<file path="config.mk">
export PLATFORM = sky130hd
export DESIGN_NAME = axi_rd_cmd_gen_flat
export DESIGN_NICKNAME = d
export VERILOG_FILES = /design/src/rtl/axi_dma_pkg.sv /design/src/rtl/axi_rd_cmd_gen_if.sv /design/src/rtl/axi_burst_calc.sv /design/src/rtl/axi_rd_cmd_gen.sv /design/src/flat_wrapper.sv
export SDC_FILE = /design/constraint.sdc
export NUM_CORES = 1
export LEC_CHECK = 0
export ABC_AREA = 1
export BUFFER_PORTS_ARGS = -buffer_cell sky130_fd_sc_hd__buf_4
export CORE_ASPECT_RATIO = 0.75
export CORE_MARGIN = 5
export CORE_UTILIZATION = 59
export DETAILED_ROUTE_END_ITERATION = 7
export PLACE_DENSITY = 0.82
export SETUP_SLACK_MARGIN = 0.02
export SYNTH_ARGS = -nofsm -noshare
export SYNTH_HDL_FRONTEND = slang
export SYNTH_HIERARCHICAL = 1
export SYNTH_SLANG_ARGS = --single-unit
</file>
<file path="constraint.sdc">
create_clock -name axi_clk -period 3 [get_ports axi_clk]
set_clock_uncertainty 0.15 [all_clocks]
set_input_delay 0.6 -clock axi_clk [delete_from_list [all_inputs] [get_ports axi_clk]]
set_output_delay 0.6 -clock axi_clk [all_outputs]
set_load 0.005 [all_outputs]
</file>
<file path="src/rtl/axi_dma_pkg.sv">
// Definitions shared by the AXI DMA read and write command generators.
package axi_dma_pkg;

  localparam int unsigned PAGE_BYTES = 4096;

  typedef enum logic [2:0] {
    ST_IDLE  = 3'd0,
    ST_CALC  = 3'd1,
    ST_ARM   = 3'd2,
    ST_ISSUE = 3'd3,
    ST_DRAIN = 3'd4
  } cmd_state_e;

  // log2 of bytes per beat; DATA_WDTH is a power of two from 32 to 512
  function automatic int clog2_bpb(input int data_wdth);
    int bpb;
    int r;
    bpb = data_wdth / 8;
    r   = 0;
    for (int i = 0; i < 16; i++) begin
      if ((1 << i) < bpb) r = i + 1;
    end
    return r;
  endfunction

endpackage

</file>
<file path="src/rtl/axi_rd_cmd_gen_if.sv">
// Command input and burst-issue port of the read command generator.
// slave: the generator itself; master: the command source plus the downstream read stage.
interface axi_rd_cmd_gen_if #(
  parameter int ADDR_WDTH = 32,
  parameter int LEN_WDTH  = 24
);
  logic                 cmd_vld;
  logic                 cmd_rdy;
  logic [ADDR_WDTH-1:0] cmd_addr;
  logic [LEN_WDTH-1:0]  cmd_len;
  logic                 rstart_vld;
  logic                 rstart_rdy;
  logic [ADDR_WDTH-1:0] raddr;
  logic [7:0]           rburst_len;

  modport master (
    output cmd_vld, cmd_addr, cmd_len, rstart_rdy,
    input  cmd_rdy, rstart_vld, raddr, rburst_len
  );

  modport slave (
    input  cmd_vld, cmd_addr, cmd_len, rstart_rdy,
    output cmd_rdy, rstart_vld, raddr, rburst_len
  );
endinterface

</file>
<file path="src/rtl/axi_burst_calc.sv">
// Beats for the next burst: min(remaining, MAX_BURST, beats left in the 4 KB page).
module axi_burst_calc
  import axi_dma_pkg::*;
#(
  parameter int DATA_WDTH = 32,
  parameter int LEN_WDTH  = 24,
  parameter int MAX_BURST = 256
) (
  input  logic [11:0]         page_off,
  input  logic [LEN_WDTH-1:0] rem,
  output logic [8:0]          beats
);

  localparam int BPB_LOG2 = clog2_bpb(DATA_WDTH);
  localparam int CW       = (LEN_WDTH > 13) ? LEN_WDTH : 13;

  logic [12:0]   page_left;
  logic [12:0]   to4k;
  logic [CW-1:0] rem_x;
  logic [8:0]    rem_lim;

  always_comb begin
    // page_left is 1..4096, so an aligned address always yields to4k >= 1
    page_left = 13'(PAGE_BYTES) - {1'b0, page_off};
    to4k      = page_left >> BPB_LOG2;
    rem_x     = CW'(rem);
    rem_lim   = (rem_x > CW'(MAX_BURST)) ? 9'(MAX_BURST) : rem_x[8:0];
    beats     = ({4'b0, rem_lim} > to4k) ? to4k[8:0] : rem_lim;
  end

endmodule

</file>
<file path="src/rtl/axi_rd_cmd_gen.sv">
// Splits a DMA read command into AXI bursts (<= MAX_BURST beats, no 4 KB crossing)
// and hands them one at a time to the downstream read stage.
module axi_rd_cmd_gen
  import axi_dma_pkg::*;
#(
  parameter int DATA_WDTH = 32,
  parameter int ADDR_WDTH = 32,
  parameter int LEN_WDTH  = 24,
  parameter int MAX_BURST = 256
) (
  input  logic                axi_clk,
  input  logic                axi_rst_n,
  input  logic                soft_rst,
  axi_rd_cmd_gen_if.slave     cmd_if,
  output logic                busy,
  output logic                done,
  output logic [15:0]         dbg_burst_cnt
);

  localparam int                   BPB_LOG2   = clog2_bpb(DATA_WDTH);
  localparam logic [ADDR_WDTH-1:0] ALIGN_MASK = ~ADDR_WDTH'((1 << BPB_LOG2) - 1);

  cmd_state_e           state_reg, state_next;
  logic [ADDR_WDTH-1:0] cur_addr_reg, cur_addr_next;
  logic [LEN_WDTH-1:0]  rem_reg, rem_next;
  logic [8:0]           beats_reg, beats_next;
  logic [ADDR_WDTH-1:0] raddr_reg, raddr_next;
  logic [7:0]           rburst_len_reg, rburst_len_next;
  logic [15:0]          dbg_cnt_reg, dbg_cnt_next;
  logic                 done_reg, done_next;
  logic [8:0]           calc_beats;

  axi_burst_calc #(
    .DATA_WDTH (DATA_WDTH),
    .LEN_WDTH  (LEN_WDTH),
    .MAX_BURST (MAX_BURST)
  ) u_burst_calc (
    .page_off (cur_addr_reg[11:0]),
    .rem      (rem_reg),
    .beats    (calc_beats)
  );

  always_ff @(posedge axi_clk or negedge axi_rst_n) begin
    if (!axi_rst_n) state_reg <= ST_IDLE;
    else            state_reg <= state_next;
  end

  always_ff @(posedge axi_clk or negedge axi_rst_n) begin
    if (!axi_rst_n) begin
      cur_addr_reg   <= '0;
      rem_reg        <= '0;
      beats_reg      <= '0;
      raddr_reg      <= '0;
      rburst_len_reg <= '0;
      dbg_cnt_reg    <= '0;
      done_reg       <= 1'b0;
    end else begin
      cur_addr_reg   <= cur_addr_next;
      rem_reg        <= rem_next;
      beats_reg      <= beats_next;
      raddr_reg      <= raddr_next;
      rburst_len_reg <= rburst_len_next;
      dbg_cnt_reg    <= dbg_cnt_next;
      done_reg       <= done_next;
    end
  end

  always_comb begin
    state_next      = state_reg;
    cur_addr_next   = cur_addr_reg;
    rem_next        = rem_reg;
    beats_next      = beats_reg;
    raddr_next      = raddr_reg;
    rburst_len_next = rburst_len_reg;
    dbg_cnt_next    = dbg_cnt_reg;
    done_next       = 1'b0;

    // soft_rst abandons the command but keeps raddr/rburst_len/counter for debug
    if (soft_rst) begin
      state_next = ST_IDLE;
    end else begin
      case (state_reg)
        ST_IDLE: begin
          if (cmd_if.cmd_vld) begin
            cur_addr_next = cmd_if.cmd_addr & ALIGN_MASK;
            rem_next      = cmd_if.cmd_len;
            state_next    = (cmd_if.cmd_len == '0) ? ST_DRAIN : ST_CALC;
          end
        end
        ST_CALC: begin
          beats_next = calc_beats;
          state_next = ST_ARM;
        end
        ST_ARM: begin
          // raddr/rburst_len only move here, so they are stable while rstart_vld is up
          if (cmd_if.rstart_rdy) begin
            raddr_next      = cur_addr_reg;
            rburst_len_next = beats_reg[7:0] - 8'd1;
            state_next      = ST_ISSUE;
          end
        end
        ST_ISSUE: begin
          if (cmd_if.rstart_rdy) begin
            cur_addr_next = cur_addr_reg + (ADDR_WDTH'(beats_reg) << BPB_LOG2);
            rem_next      = rem_reg - LEN_WDTH'(beats_reg);
            dbg_cnt_next  = dbg_cnt_reg + 16'd1;
            state_next    = (rem_reg == LEN_WDTH'(beats_reg)) ? ST_DRAIN : ST_CALC;
          end
        end
        ST_DRAIN: begin
          // downstream ready returns only after the final rlast
          if (cmd_if.rstart_rdy) begin
            done_next  = 1'b1;
            state_next = ST_IDLE;
          end
        end
        default: state_next = ST_IDLE;
      endcase
    end
  end

  assign cmd_if.cmd_rdy    = (state_reg == ST_IDLE);
  assign cmd_if.rstart_vld = (state_reg == ST_ISSUE);
  assign cmd_if.raddr      = raddr_reg;
  assign cmd_if.rburst_len = rburst_len_reg;
  assign busy              = (state_reg != ST_IDLE);
  assign done              = done_reg;
  assign dbg_burst_cnt     = dbg_cnt_reg;

endmodule

</file>
<file path="src/flat_wrapper.sv">
// flat-port wrapper written by rule: the top's interface ports become plain ports
module axi_rd_cmd_gen_flat import axi_dma_pkg::*;
#(
  parameter int DATA_WDTH = 32,
  parameter int ADDR_WDTH = 32,
  parameter int LEN_WDTH  = 24,
  parameter int MAX_BURST = 256
)
  (axi_clk, axi_rst_n, soft_rst, busy, done, dbg_burst_cnt, cmd_if_cmd_vld, cmd_if_cmd_addr, cmd_if_cmd_len, cmd_if_rstart_rdy, cmd_if_cmd_rdy, cmd_if_rstart_vld, cmd_if_raddr, cmd_if_rburst_len);
  axi_rd_cmd_gen_if #(.ADDR_WDTH(ADDR_WDTH), .LEN_WDTH(LEN_WDTH)) cmd_if_i ();
  input  logic axi_clk;
  input  logic axi_rst_n;
  input  logic soft_rst;
  output logic busy;
  output logic done;
  output logic [15:0] dbg_burst_cnt;
  input wire logic [$bits(cmd_if_i.cmd_vld)-1:0] cmd_if_cmd_vld;
  input wire logic [$bits(cmd_if_i.cmd_addr)-1:0] cmd_if_cmd_addr;
  input wire logic [$bits(cmd_if_i.cmd_len)-1:0] cmd_if_cmd_len;
  input wire logic [$bits(cmd_if_i.rstart_rdy)-1:0] cmd_if_rstart_rdy;
  output wire logic [$bits(cmd_if_i.cmd_rdy)-1:0] cmd_if_cmd_rdy;
  output wire logic [$bits(cmd_if_i.rstart_vld)-1:0] cmd_if_rstart_vld;
  output wire logic [$bits(cmd_if_i.raddr)-1:0] cmd_if_raddr;
  output wire logic [$bits(cmd_if_i.rburst_len)-1:0] cmd_if_rburst_len;
  assign cmd_if_i.cmd_vld = cmd_if_cmd_vld;
  assign cmd_if_i.cmd_addr = cmd_if_cmd_addr;
  assign cmd_if_i.cmd_len = cmd_if_cmd_len;
  assign cmd_if_i.rstart_rdy = cmd_if_rstart_rdy;
  assign cmd_if_cmd_rdy = cmd_if_i.cmd_rdy;
  assign cmd_if_rstart_vld = cmd_if_i.rstart_vld;
  assign cmd_if_raddr = cmd_if_i.raddr;
  assign cmd_if_rburst_len = cmd_if_i.rburst_len;
  axi_rd_cmd_gen #(.DATA_WDTH(DATA_WDTH), .ADDR_WDTH(ADDR_WDTH), .LEN_WDTH(LEN_WDTH), .MAX_BURST(MAX_BURST)) u_core (.axi_clk(axi_clk), .axi_rst_n(axi_rst_n), .soft_rst(soft_rst), .cmd_if(cmd_if_i), .busy(busy), .done(done), .dbg_burst_cnt(dbg_burst_cnt));
endmodule
</file>
# == After elaboration in Yosys (flattened, before gate mapping) ==
# Index checks and enable logic that the tools add are counted.
# totals
output_inout_bits,60
ff_bits,125
# classes
n_eq_ne,11
n_lt_le_gt_ge,2
add_sub_neg,5
reduce_logical,9
n_bitwise,1
mux,19
# op_table
cell,n
2-to-1 mux 32 bit,2
one-hot mux 32 bit (2 select lines),1
2-to-1 mux 24 bit,2
one-hot mux 24 bit (2 select lines),1
adder 32 x 11 -> 32 bit,1
equality test 24 x 9 -> 1 bit,1
"greater-than comparator 24 x 9 -> 1 bit, second input constant",1
zero test 24 bit,1
subtractor 24 x 9 -> 24 bit,1
2-to-1 mux 3 bit,7
2-to-1 mux 9 bit,2
"adder 16 x 1 -> 16 bit, second input constant",1
one-hot mux 3 bit (5 select lines),1
"subtractor 13 x 12 -> 13 bit, first input constant",1
"!= test 3 bit, second input constant",4
greater-than comparator 9 x 11 -> 1 bit,1
AND reduction 4 bit,2
"subtractor 8 x 1 -> 8 bit, second input constant",1
"equality test 3 x 2 -> 1 bit, second input constant",2
AND reduction 3 bit,2
"!= test 2 bit, second input constant",2
"equality test 3 x 1 -> 1 bit, second input constant",1
"equality test 3 bit, second input constant",1
zero test 3 bit,1
5 further kinds,7

# == Logic depth before layout (Yosys ltp) ==
# Gate-level depths: netlist (run 1).
# depth
depth_word,5
mapped_depth,19

# == Hierarchy ==
# The synthesis (run 1) kept the hierarchy.
# modules_own_cells
mod,seq_area_each_um2,cells_per_inst,area_each_um2,n_inst
axi_rd_cmd_gen,3027.9,1173,7806.2,1
axi_burst_calc,0.0,174,863.3,1

# == Worst setup path before layout (run 1) ==
# Ideal clock, no wire load.
# synth_path
path_type,register to register
start,reg u_core.cur_addr_reg[3]
end,reg u_core.beats_reg[8]
path_buffers,0
stages_incl_launch_ff,18
setup_ns,0.133
t_arrival_ns,2.114
synth_period_minus_slack_ns,2.397
path_slack_ns,0.603
path_cell_list,dfrtp_1 > nor2_1 > nand2_2 > nor2_2 > nor2_1 > nor2_1 > inv_1 > ha_1 > nand2_1 > inv_2 > nand3_1 > nand2_1 > nor2_8 > nand2_8 > nand2_1 > nand2_1 > nor2_1 > a21oi_1
# synth_between
elab_chain_len,3
# synth_lines
item,line_no,source
"start, declared",axi_rd_cmd_gen.sv:24,"logic [ADDR_WDTH-1:0] cur_addr_reg, cur_addr_next;"
"start signal, assigned",axi_rd_cmd_gen.sv:58,cur_addr_reg <= cur_addr_next;
subtractor 13 x 12 -> 13 bit (*),axi_burst_calc.sv:24,"page_left = 13'(PAGE_BYTES) - {1'b0, page_off};"
greater-than comparator 9 x 11 -> 1 bit,axi_burst_calc.sv:28,"beats = ({4'b0, rem_lim} > to4k) ? to4k[8:0] : rem_lim;"
2-to-1 mux 9 bit (*),axi_burst_calc.sv:28,
via u_core.calc_beats[8],axi_rd_cmd_gen.sv:31,logic [8:0] calc_beats;
"end signal, assigned",axi_rd_cmd_gen.sv:60,beats_reg <= beats_next;
"end, declared",axi_rd_cmd_gen.sv:26,"logic [8:0] beats_reg, beats_next;"
# Mark *: on every way through the listed nets, which the timed path passes. The rest lies on a longest branch.
# A chain may end at the register's enable or synchronous reset.

# == Worst setup path after layout (run 1) ==
# layout_path
start,reg u_core.cur_addr_reg[5]
end,reg u_core.beats_reg[4]
# Same word-level chain as after synthesis.

==> impl_summary.log, run 1 <==
INFO  metric power_per_cell_area = 1020 mW/mm^2
INFO  metric place.gp.congestion = 0.974
INFO  metric grt.met2_usage = 44.3%
INFO  metric grt_pass1_wl = 38600 um
INFO  metric route.detailed.wl_per_inst = 14.1 um
INFO  metric status = finished, final reports clean
INFO  metric count_of_standard_cell_rows = 38
INFO  metric finalCritPeriodShare = 92.1%
INFO  metric peak_fanout_along_the_critical_path = 10
INFO  metric maxSlewHeadroom = 41.1%
INFO  metric synthToLayoutAreaGrowth = 19.6%
INFO  metric hold_viol_final = 0
INFO  metric worstRegToRegCells = 16
INFO  metric final.fill_count = 1243
INFO  metric dp.final_hpwl = 17500 um
INFO  metric worstSetupStartpointType = flip-flop
INFO  metric globalRouteMet1Util = 39.9%
INFO  metric cts.path.max_buffers = 2
INFO  metric worst-endpoint-required = 3.11 ns
INFO  metric timing.critical_path.to_type = flip-flop
INFO  metric route.antenna.remaining_nets = 0
INFO  metric post_synth_num_cell_types = 41
INFO  metric synth_sequential_area_ratio = 34.9%
INFO  metric grt_pass1_vias = 8036
INFO  metric timing.hold.worst_endpoint = u_core/cur_addr_reg[7]
INFO  metric holdPathStages = 3
INFO  metric clock.fmax = 362 MHz
INFO  metric cts_clock_pin_slew_for_the_worst_setup_and_hold_paths = 0.06 ns
INFO  metric fraction_of_final_layout_cells_with_drive_strength_greater_than_1 = 13.7%
INFO  metric arrival = 2.88 ns
INFO  metric power.leakage = 5.70 nW
INFO  metric post_synth_inst_count = 1347
INFO  metric cts-buffers-inserted = 17
INFO  metric post_drt_via_cell_ratio = 5.29
INFO  metric dpl_cell_area = 0.00971 mm^2
INFO  metric grt.overflow.total = 0
INFO  metric critical_path.reg2reg.startpoint = u_core/cur_addr_reg[5]
INFO  metric io_pins = 121
INFO  metric timing.setup.critical_path_class = reg2reg
INFO  metric top_usage_layer = met2
INFO  metric start_util = 60.0%
INFO  metric tightest_slew = 0.884 ns
INFO  metric grt_start_max_net_pins = 64
INFO  metric drcViolationCount = 0
INFO  metric post_layout_nonfiller_instances = 1677
INFO  metric average_size_of_a_mapped_cell = 6.44 um^2
INFO  metric ys.warnings.count = 6
INFO  metric hp-class = in2reg
INFO  metric finalWirelength = 23700 um
INFO  metric tns = 0 ns
INFO  metric critPathLaunch = u_core/cur_addr_reg[5]
INFO  metric most-common-layout-cells = 481 x nand2_1, 192 x inv_1, 159 x nor2_1
INFO  metric groute.usage.overall = 27.9%
INFO  metric antenna_found_initial = 0
INFO  metric detailed_routing_iteration_count_for_the_pre_antenna_repair_pass = 5
INFO  metric insertion_delay = 0.42 ns
INFO  metric placement.io_buffers = 116
INFO  metric postLayoutCoreUtil = 71.8%
INFO  metric numPlacedInstances = 1641
INFO  metric worst_reg_to_reg_setup_slack = 0.24 ns
INFO  metric irDropWorstVdd = 0.528 mV
INFO  metric r2r-end = u_core/beats_reg[4]
INFO  metric diodes = 0
INFO  metric slew_viol_final = 0
INFO  metric htreeDepth = 4
INFO  metric postLayoutCellArea = 0.0104 mm^2
INFO  metric core_area = 0.0145 mm^2
INFO  metric fp.dieArea = 0.0172 mm^2
INFO  metric routed-via-count = 8873
INFO  metric max_cap_violations = 0
INFO  metric clk_root_buffer_cell = clkbuf_16
INFO  metric synth-seq-cells = 121
INFO  metric worst_hold_startpoint = cmd_if_cmd_addr[7]
INFO  metric drt_iter0_markers = 845
INFO  metric gr-usage-met3 = 5.59%
INFO  metric synthesis.area = 0.00867 mm^2
INFO  metric report.final.setup_viol = 0
INFO  metric fp.dieH = 115 um
INFO  metric die_w = 150 um
INFO  metric final_period_minus_worst_setup_slack = 2.76 ns
INFO  metric cts_sinks = 121
INFO  metric layout_commonest_cell = nand2_1
INFO  metric rsz0062_at_grt = no
INFO  metric cts_tree = built
INFO  metric nets = 1556
layout make-up:
cell class                      instances  area, um^2  share of cell area (%)
Multi-Input combinational cell        995        4760                    45.9
Sequential cell                       121        3030                    29.2
Timing Repair Buffer                  130        1000                    9.67
Inverter                              199         749                    7.23
Clock buffer                           21         460                    4.44
Tap cell                              200         250                    2.41
Clock inverter                         11         121                    1.17
worst max-delay path, cell delays in order (launching register included):
cell and delay, ns:
dfrtp_1 0.45, nor2_1 0.18, nand3_1 0.10, nor2_2 0.15
nand2_1 0.07, nand2_1 0.09, o21ai_0 0.12, ha_1 0.32
nand2_1 0.09, nor3_1 0.18, nand2_1 0.12, nand3_4 0.16
nand2_8 0.10, nand2_1 0.09, nand2_1 0.06, nor2_1 0.11
a21oi_1 0.06
layer usage:
metal	share of wire [%]	routed length, um	vias to the layer above
met4	1.2	292	0
met3	7.6	1790	33
met1	46	10900	4097
met5	0	0	-
li1	-	-	4411
met2	45	10700	332
metrics by stage:
stage               hold WS (ns)  setup slack, ns  power, mW
finish                     0.286            0.237       10.6
global route               0.300           0.0123       11.5
CTS                        0.272            0.160       10.5
detailed placement         0.313            0.189       8.38
global placement           0.304            0.299       8.23
floorplan                  0.154            0.603       6.72
synth_stat cells (all sizes together):
master / number / area, um^2
nand3: 103 / 528
nor2b: 1 / 6.26
or2: 5 / 31.3
mux2: 1 / 11.3
nor3b: 1 / 7.51
o21bai: 1 / 7.51
xor2: 17 / 149
xnor2: 13 / 114
a21oi: 35 / 175
o22ai: 4 / 25.0
nor3: 10 / 50.1
and2: 5 / 31.3
fa: 2 / 40.0
buf: 24 / 141
conb: 1 / 3.75
nand2: 489 / 1880
inv: 199 / 749
nor4: 1 / 6.26
nor2: 177 / 732
clkbuf: 11 / 41.3
nand4: 17 / 106
nand3b: 4 / 30.0
ha: 29 / 363
o21ai: 62 / 314
o211ai: 7 / 52.6
dfrtp: 121 / 3030
a31oi: 7 / 43.8
cell families after synthesis:
family | count (synthesis) | share of synthesized area [%]
buffers and inverters | 234 | 10.8
multiplexers | 1 | 0.130
XOR/XNOR | 30 | 3.03
AND/OR/NAND/NOR | 813 | 39.3
other | 1 | 0.0433
AO/OA/AOI/OAI | 116 | 7.13
flip-flops | 121 | 34.9
adder cells (fa/ha/maj) | 31 | 4.65
worst max-delay path by stage:
stage | to | slack (ns) | cells past startpoint
2_1_floorplan | u_core/beats_reg[8] | 0.60 | 17
3_3_place_gp | u_core/beats_reg[4] | 0.30 | 19
3_5_place_dp | u_core/beats_reg[6] | 0.19 | 17
4_1_cts | u_core/beats_reg[3] | 0.16 | 17
5_1_grt | u_core/beats_reg[2] | 0.01 | 17
6_report | u_core/beats_reg[4] | 0.24 | 16
what timing repair did:
action,in CTS,in global routing
hold buffers,1,0
buffers inserted,0,3
endpoints found under the setup margin,0,9
endpoints found under the hold margin,25,0
resized for setup,0,11
power breakdown:
part | internal (mW) | total [mW] | switching, mW
sequential | 2.32 | 3.08 | 0.760
combinational | 2.05 | 5.46 | 3.42
clock | 1.26 | 2.02 | 0.755
Note: power is estimated with default switching activity, not from simulation.
==> run 2: changes to the inputs <==
--- a/config.mk
+++ b/config.mk
@@ -5,13 +5,13 @@
 export SDC_FILE = /design/constraint.sdc
 export NUM_CORES = 1
 export LEC_CHECK = 0
-export ABC_AREA = 1
+export ABC_AREA = 0
 export BUFFER_PORTS_ARGS = -buffer_cell sky130_fd_sc_hd__buf_4
 export CORE_ASPECT_RATIO = 0.75
 export CORE_MARGIN = 5
-export CORE_UTILIZATION = 59
+export CORE_UTILIZATION = 57
 export DETAILED_ROUTE_END_ITERATION = 7
-export PLACE_DENSITY = 0.82
+export PLACE_DENSITY = 0.81
 export SETUP_SLACK_MARGIN = 0.02
 export SYNTH_ARGS = -nofsm -noshare
 export SYNTH_HDL_FRONTEND = slang
==> run 2 against run 1 <==
  * Combinational power is 5.7% lower
  * Setup slack worse by 0.45 ns
  * The flow now finishes with violations (setup timing)
  * Register-to-register slack lost 0.45 ns
  * Via count down 16%
  * Critical path type unchanged
  * Non-clock buffer count grew 54
==> impl_summary.log, run 2 <==
INFO  metric grt_pass1_wl = 38200 um (-1.1%)
INFO  metric synth-seq-cells = 121 (unchanged)
INFO  metric cts.path.max_buffers = 2 (unchanged)
INFO  metric dp.final_hpwl = 16200 um (-7.8%)
INFO  metric cts_clock_pin_slew_for_the_worst_setup_and_hold_paths = 0.06 ns (about the same)
INFO  metric fraction_of_final_layout_cells_with_drive_strength_greater_than_1 = 31.3% (+18 points)
INFO  metric cts_hold_buffers = 0 (-1)
INFO  metric diodes = 0 (unchanged)
INFO  metric final.fill_count = 791 (-36%)
INFO  metric route.antenna.remaining_nets = 0 (unchanged)
INFO  metric parity_gate_share_of_the_synthesized_area_counting_xor_and_xnor_cells = 4.56% (+1.5 points)
INFO  metric start_util = 58.8% (-1.1 points)
INFO  metric count_of_standard_cell_rows = 35 (-7.9%)
INFO  metric tns = -1.47 ns (-1.47 ns)
INFO  metric finalCritPeriodShare = 107% (+15 points)
INFO  metric synth_top_family_by_area = simple AND/OR/NAND/NOR gates
INFO  metric crit_chain = nor4_1 > nand4_1 > or2_2 > ha_1 > nand4_1 > o31a_1 > o41ai_2 > a21oi_2 > buf_6 > mux2i_1 > nand2_1 > o21ai_0
INFO  metric cpLargestDelayFamily = simple AND/OR/NAND/NOR gates
INFO  metric synth_top_area_cell = dfrtp_1
INFO  metric max_cap_violations = 0 (unchanged)
INFO  metric fp.dieArea = 0.0152 mm^2 (-12%)
INFO  metric compound_gate_portion_of_the_synthesized_area = 17.8% (+11 points)
INFO  metric synthesis.area = 0.00729 mm^2 (-16%)
INFO  metric postLayoutCoreUtil = 78.4% (+6.6 points)
INFO  metric hold_viol_final = 0 (unchanged)
INFO  metric timing.final.ws_setup = -0.217 ns (-0.454 ns)
INFO  metric drt_iter0_markers = 851 (+0.71%)
INFO  metric status = finished, violations left
INFO  metric fp.dieH = 108 um (-6.1%)
INFO  metric power.leakage = 4.39 nW (-23%)
INFO  metric antenna_found_initial = 0 (unchanged)
INFO  metric cell_internal_pwr = 6.06 mW (+7.5%)
INFO  metric average_size_of_a_mapped_cell = 9.16 um^2 (+42%)
INFO  metric grt_pass1_vias = 7362 (-8.4%)
INFO  metric most-common-layout-cells = 179 x buf_4, 121 x dfrtp_1, 86 x nand2_1
INFO  metric critical-path-max-stage-delay = 0.40 ns (-0.05 ns)
INFO  metric cts-buffers-inserted = 17 (unchanged)
INFO  metric routed-via-count = 7472 (-16%)
INFO  metric worst_reg_to_reg_setup_slack = -0.22 ns (-0.45 ns)
INFO  metric insertion_delay = 0.42 ns (about the same)
INFO  metric route.detailed.wl_per_inst = 20.8 um (+47%)
INFO  metric clk_root_buffer_cell = clkbuf_16
INFO  metric post_synth_num_cell_types = 68 (+66%)
INFO  metric synth-adder-area-share = 5.52% (+0.88 points)
INFO  metric synth_async_sr_flop_share = 100% (unchanged)
INFO  metric failing_checks = setup timing
INFO  metric maxSlewHeadroom = 53.8% (+13 points)
INFO  metric worst-endpoint-required = 3.14 ns (+0.03 ns)
INFO  metric cts_tree = built
INFO  metric highest_delay_cell_along_the_critical_path = dfrtp_1
INFO  metric synthMostInstantiatedCell = dfrtp_1
INFO  metric sw_ratio = 41.4% (-5.3 points)
INFO  metric nets = 1062 (-32%)
INFO  metric finalWirelength = 23900 um (+0.94%)
INFO  metric report.final.setup_viol = 10 (+10)
INFO  metric core_area = 0.0124 mm^2 (-14%)
INFO  metric total_switching_power = 4.27 mW (-13%)
INFO  metric timing.critical_path.buf_inv = 1 (+1)
INFO  metric timing.critical_path.to_type = flip-flop
INFO  metric seq_power_share = 29.0% (-0.2 points)
INFO  metric final_period_minus_worst_setup_slack = 3.22 ns (+0.454 ns)
INFO  metric tightest_slew = 0.688 ns (-0.196 ns)
INFO  metric rsz0062_at_grt = yes
INFO  metric arrival = 3.36 ns (+0.48 ns)
INFO  metric slew_viol_final = 0 (unchanged)
INFO  metric die_w = 141 um (-6.2%)
INFO  metric place.gp.congestion = 0.965 (-0.98%)
INFO  metric preCtsSetupSlack = -0.113 ns (-0.302 ns)
INFO  metric irDropWorstVdd = 0.714 mV (+35%)
INFO  metric ys.warnings.count = 6 (unchanged)
INFO  metric htreeDepth = 4 (unchanged)
INFO  metric netlist.area_leader.share = 41.5% (+6.6 points)
INFO  metric synth_top_cells_by_area = dfrtp_1 42%, ha_1 5.0%, nand2_1 4.9%
INFO  metric grt_start_max_net_pins = 48 (-25%)
INFO  metric io_pins = 121 (unchanged)
INFO  metric peak_fanout_along_the_critical_path = 8 (-2)
INFO  metric synth-edff-count = 0 (unchanged)
INFO  metric power_frac_comb = 49.8% (-1.9 points)
INFO  metric worstSetupStartpointType = flip-flop
INFO  metric hp-class = in2async
INFO  metric totalPowerFinal = 10.3 mW (-2.2%)
INFO  metric placement.io_buffers = 116 (unchanged)
INFO  metric synth_sequential_area_ratio = 41.5% (+6.6 points)
INFO  metric post_drt_via_cell_ratio = 6.51 (+23%)
INFO  metric cts_sinks = 121 (unchanged)
INFO  metric layout_commonest_cell = buf_4
INFO  metric post_synth_inst_count = 796 (-41%)
INFO  metric timing.setup.critical_path_class = reg2reg
INFO  metric clock.fmax = 311 MHz (-14%)
INFO  metric power_per_cell_area = 1060 mW/mm^2 (+4.4%)
INFO  metric synth.area.mux_share = 6.36% (+6.2 points)
INFO  metric cpMostUsedCell = nand4_1
INFO  metric detailed_routing_iteration_count_for_the_pre_antenna_repair_pass = 6 (+1)
INFO  metric grt.overflow.total = 0 (unchanged)
INFO  metric groute.usage.overall = 31.5% (+3.6 points)
INFO  metric synthToLayoutAreaGrowth = 33.2%
INFO  metric drcViolationCount = 0 (unchanged)
INFO  metric synthFlopType = dfrtp_1
INFO  metric clkPwrFrac = 21.1% (+2.0 points)
INFO  metric post_synth_and_or_nand_nor_area_fraction = 20.8% (-19 points)
INFO  metric synth.top_cells.by_count = 121 x dfrtp_1, 96 x nand2_1, 53 x nor2_1
-- run 2: cell count changes after synthesis, moves of 12 or more --
cell / before / now
nand2_1: 482 / 96
inv_1: 192 / 24
nor2_1: 165 / 53
nand3_1: 102 / 28
mux2_2: 1 / 31
and3_1: 0 / 22
nor3_1: 10 / 29
clkbuf_1: 11 / 29
buf_2: 17 / 0
nor4_1: 1 / 18
xnor2_1: 13 / 25
-- run 2: power by group through the flow --
stage	combinational (mW)	sequential, mW	clock [mW]
5_1_grt	5.56	3.09	2.29
6_report	5.15	3.00	2.18
4_1_cts	4.82	2.96	2.18
2_1_floorplan	2.86	2.91	0
3_5_place_dp	4.63	2.96	0
3_3_place_gp	4.44	2.91	0
-- run 2: per-layer routing --
metal | vias up | GRT usage, % | part of all wire (%)
met4 | 0 | 13.3 | 4.0
met1 | 3537 | 42.1 | 39
met3 | 98 | 7.52 | 11
met5 | - | 0 | 0
li1 | 3297 | - | -
met2 | 540 | 49.6 | 46
-- run 2: logic make-up (layout without fill, tap and decap cells) --
logic type	count (synthesis)	in the layout
and+or+nand+nor	305	305
AOI/OAI and AO/OA	197	197
DFF	121	121
buffers and inverters	61	240
muxes	42	42
xor gates and xnor gates	38	38
adders and majority gates	31	31
other	1	8
-- run 2: through the flow --
step                      cells  hold WS (ns)  area [um^2]
after floorplan             803         0.154         7320
after global placement     1104         0.313         8710
after detailed placement   1104         0.322         8710
after CTS                  1140        0.0676         9550
after global routing       1148        0.0963         9710
final                      1148        0.0538         9710
-- run 2: worst paths after layout --
kind,depth (start not counted),end,startpoint
max,12,u_core/beats_reg[3],u_core/rem_reg[17]
min,1,u_core/cmd_if.raddr[4],axi_rst_n
max reg2reg,12,u_core/beats_reg[3],u_core/rem_reg[17]
min reg2reg,1,u_core/dbg_burst_cnt[15],u_core/dbg_burst_cnt[15]
max in group asynchronous,2,u_core/dbg_burst_cnt[3],axi_rst_n
min in group axi_clk,3,u_core/cur_addr_reg[17],cmd_if_cmd_addr[17]
-- run 2: final cells by class --
class	instances	area, um^2	share of cell area, %
Clock inverter	14	198	2.04
Sequential cell	121	3030	31.2
Timing Repair Buffer	184	1420	14.6
Inverter	25	98.8	1.02
Clock buffer	17	425	4.38
Tap cell	166	208	2.14
Multi-Input combinational cell	621	4340	44.7
-- run 2: what timing repair did --
action | in CTS | in global routing
setup endpoints to repair | 11 | 16
pin swaps | 19 | 15
resized for setup | 40 | 25
buffers inserted | 5 | 9
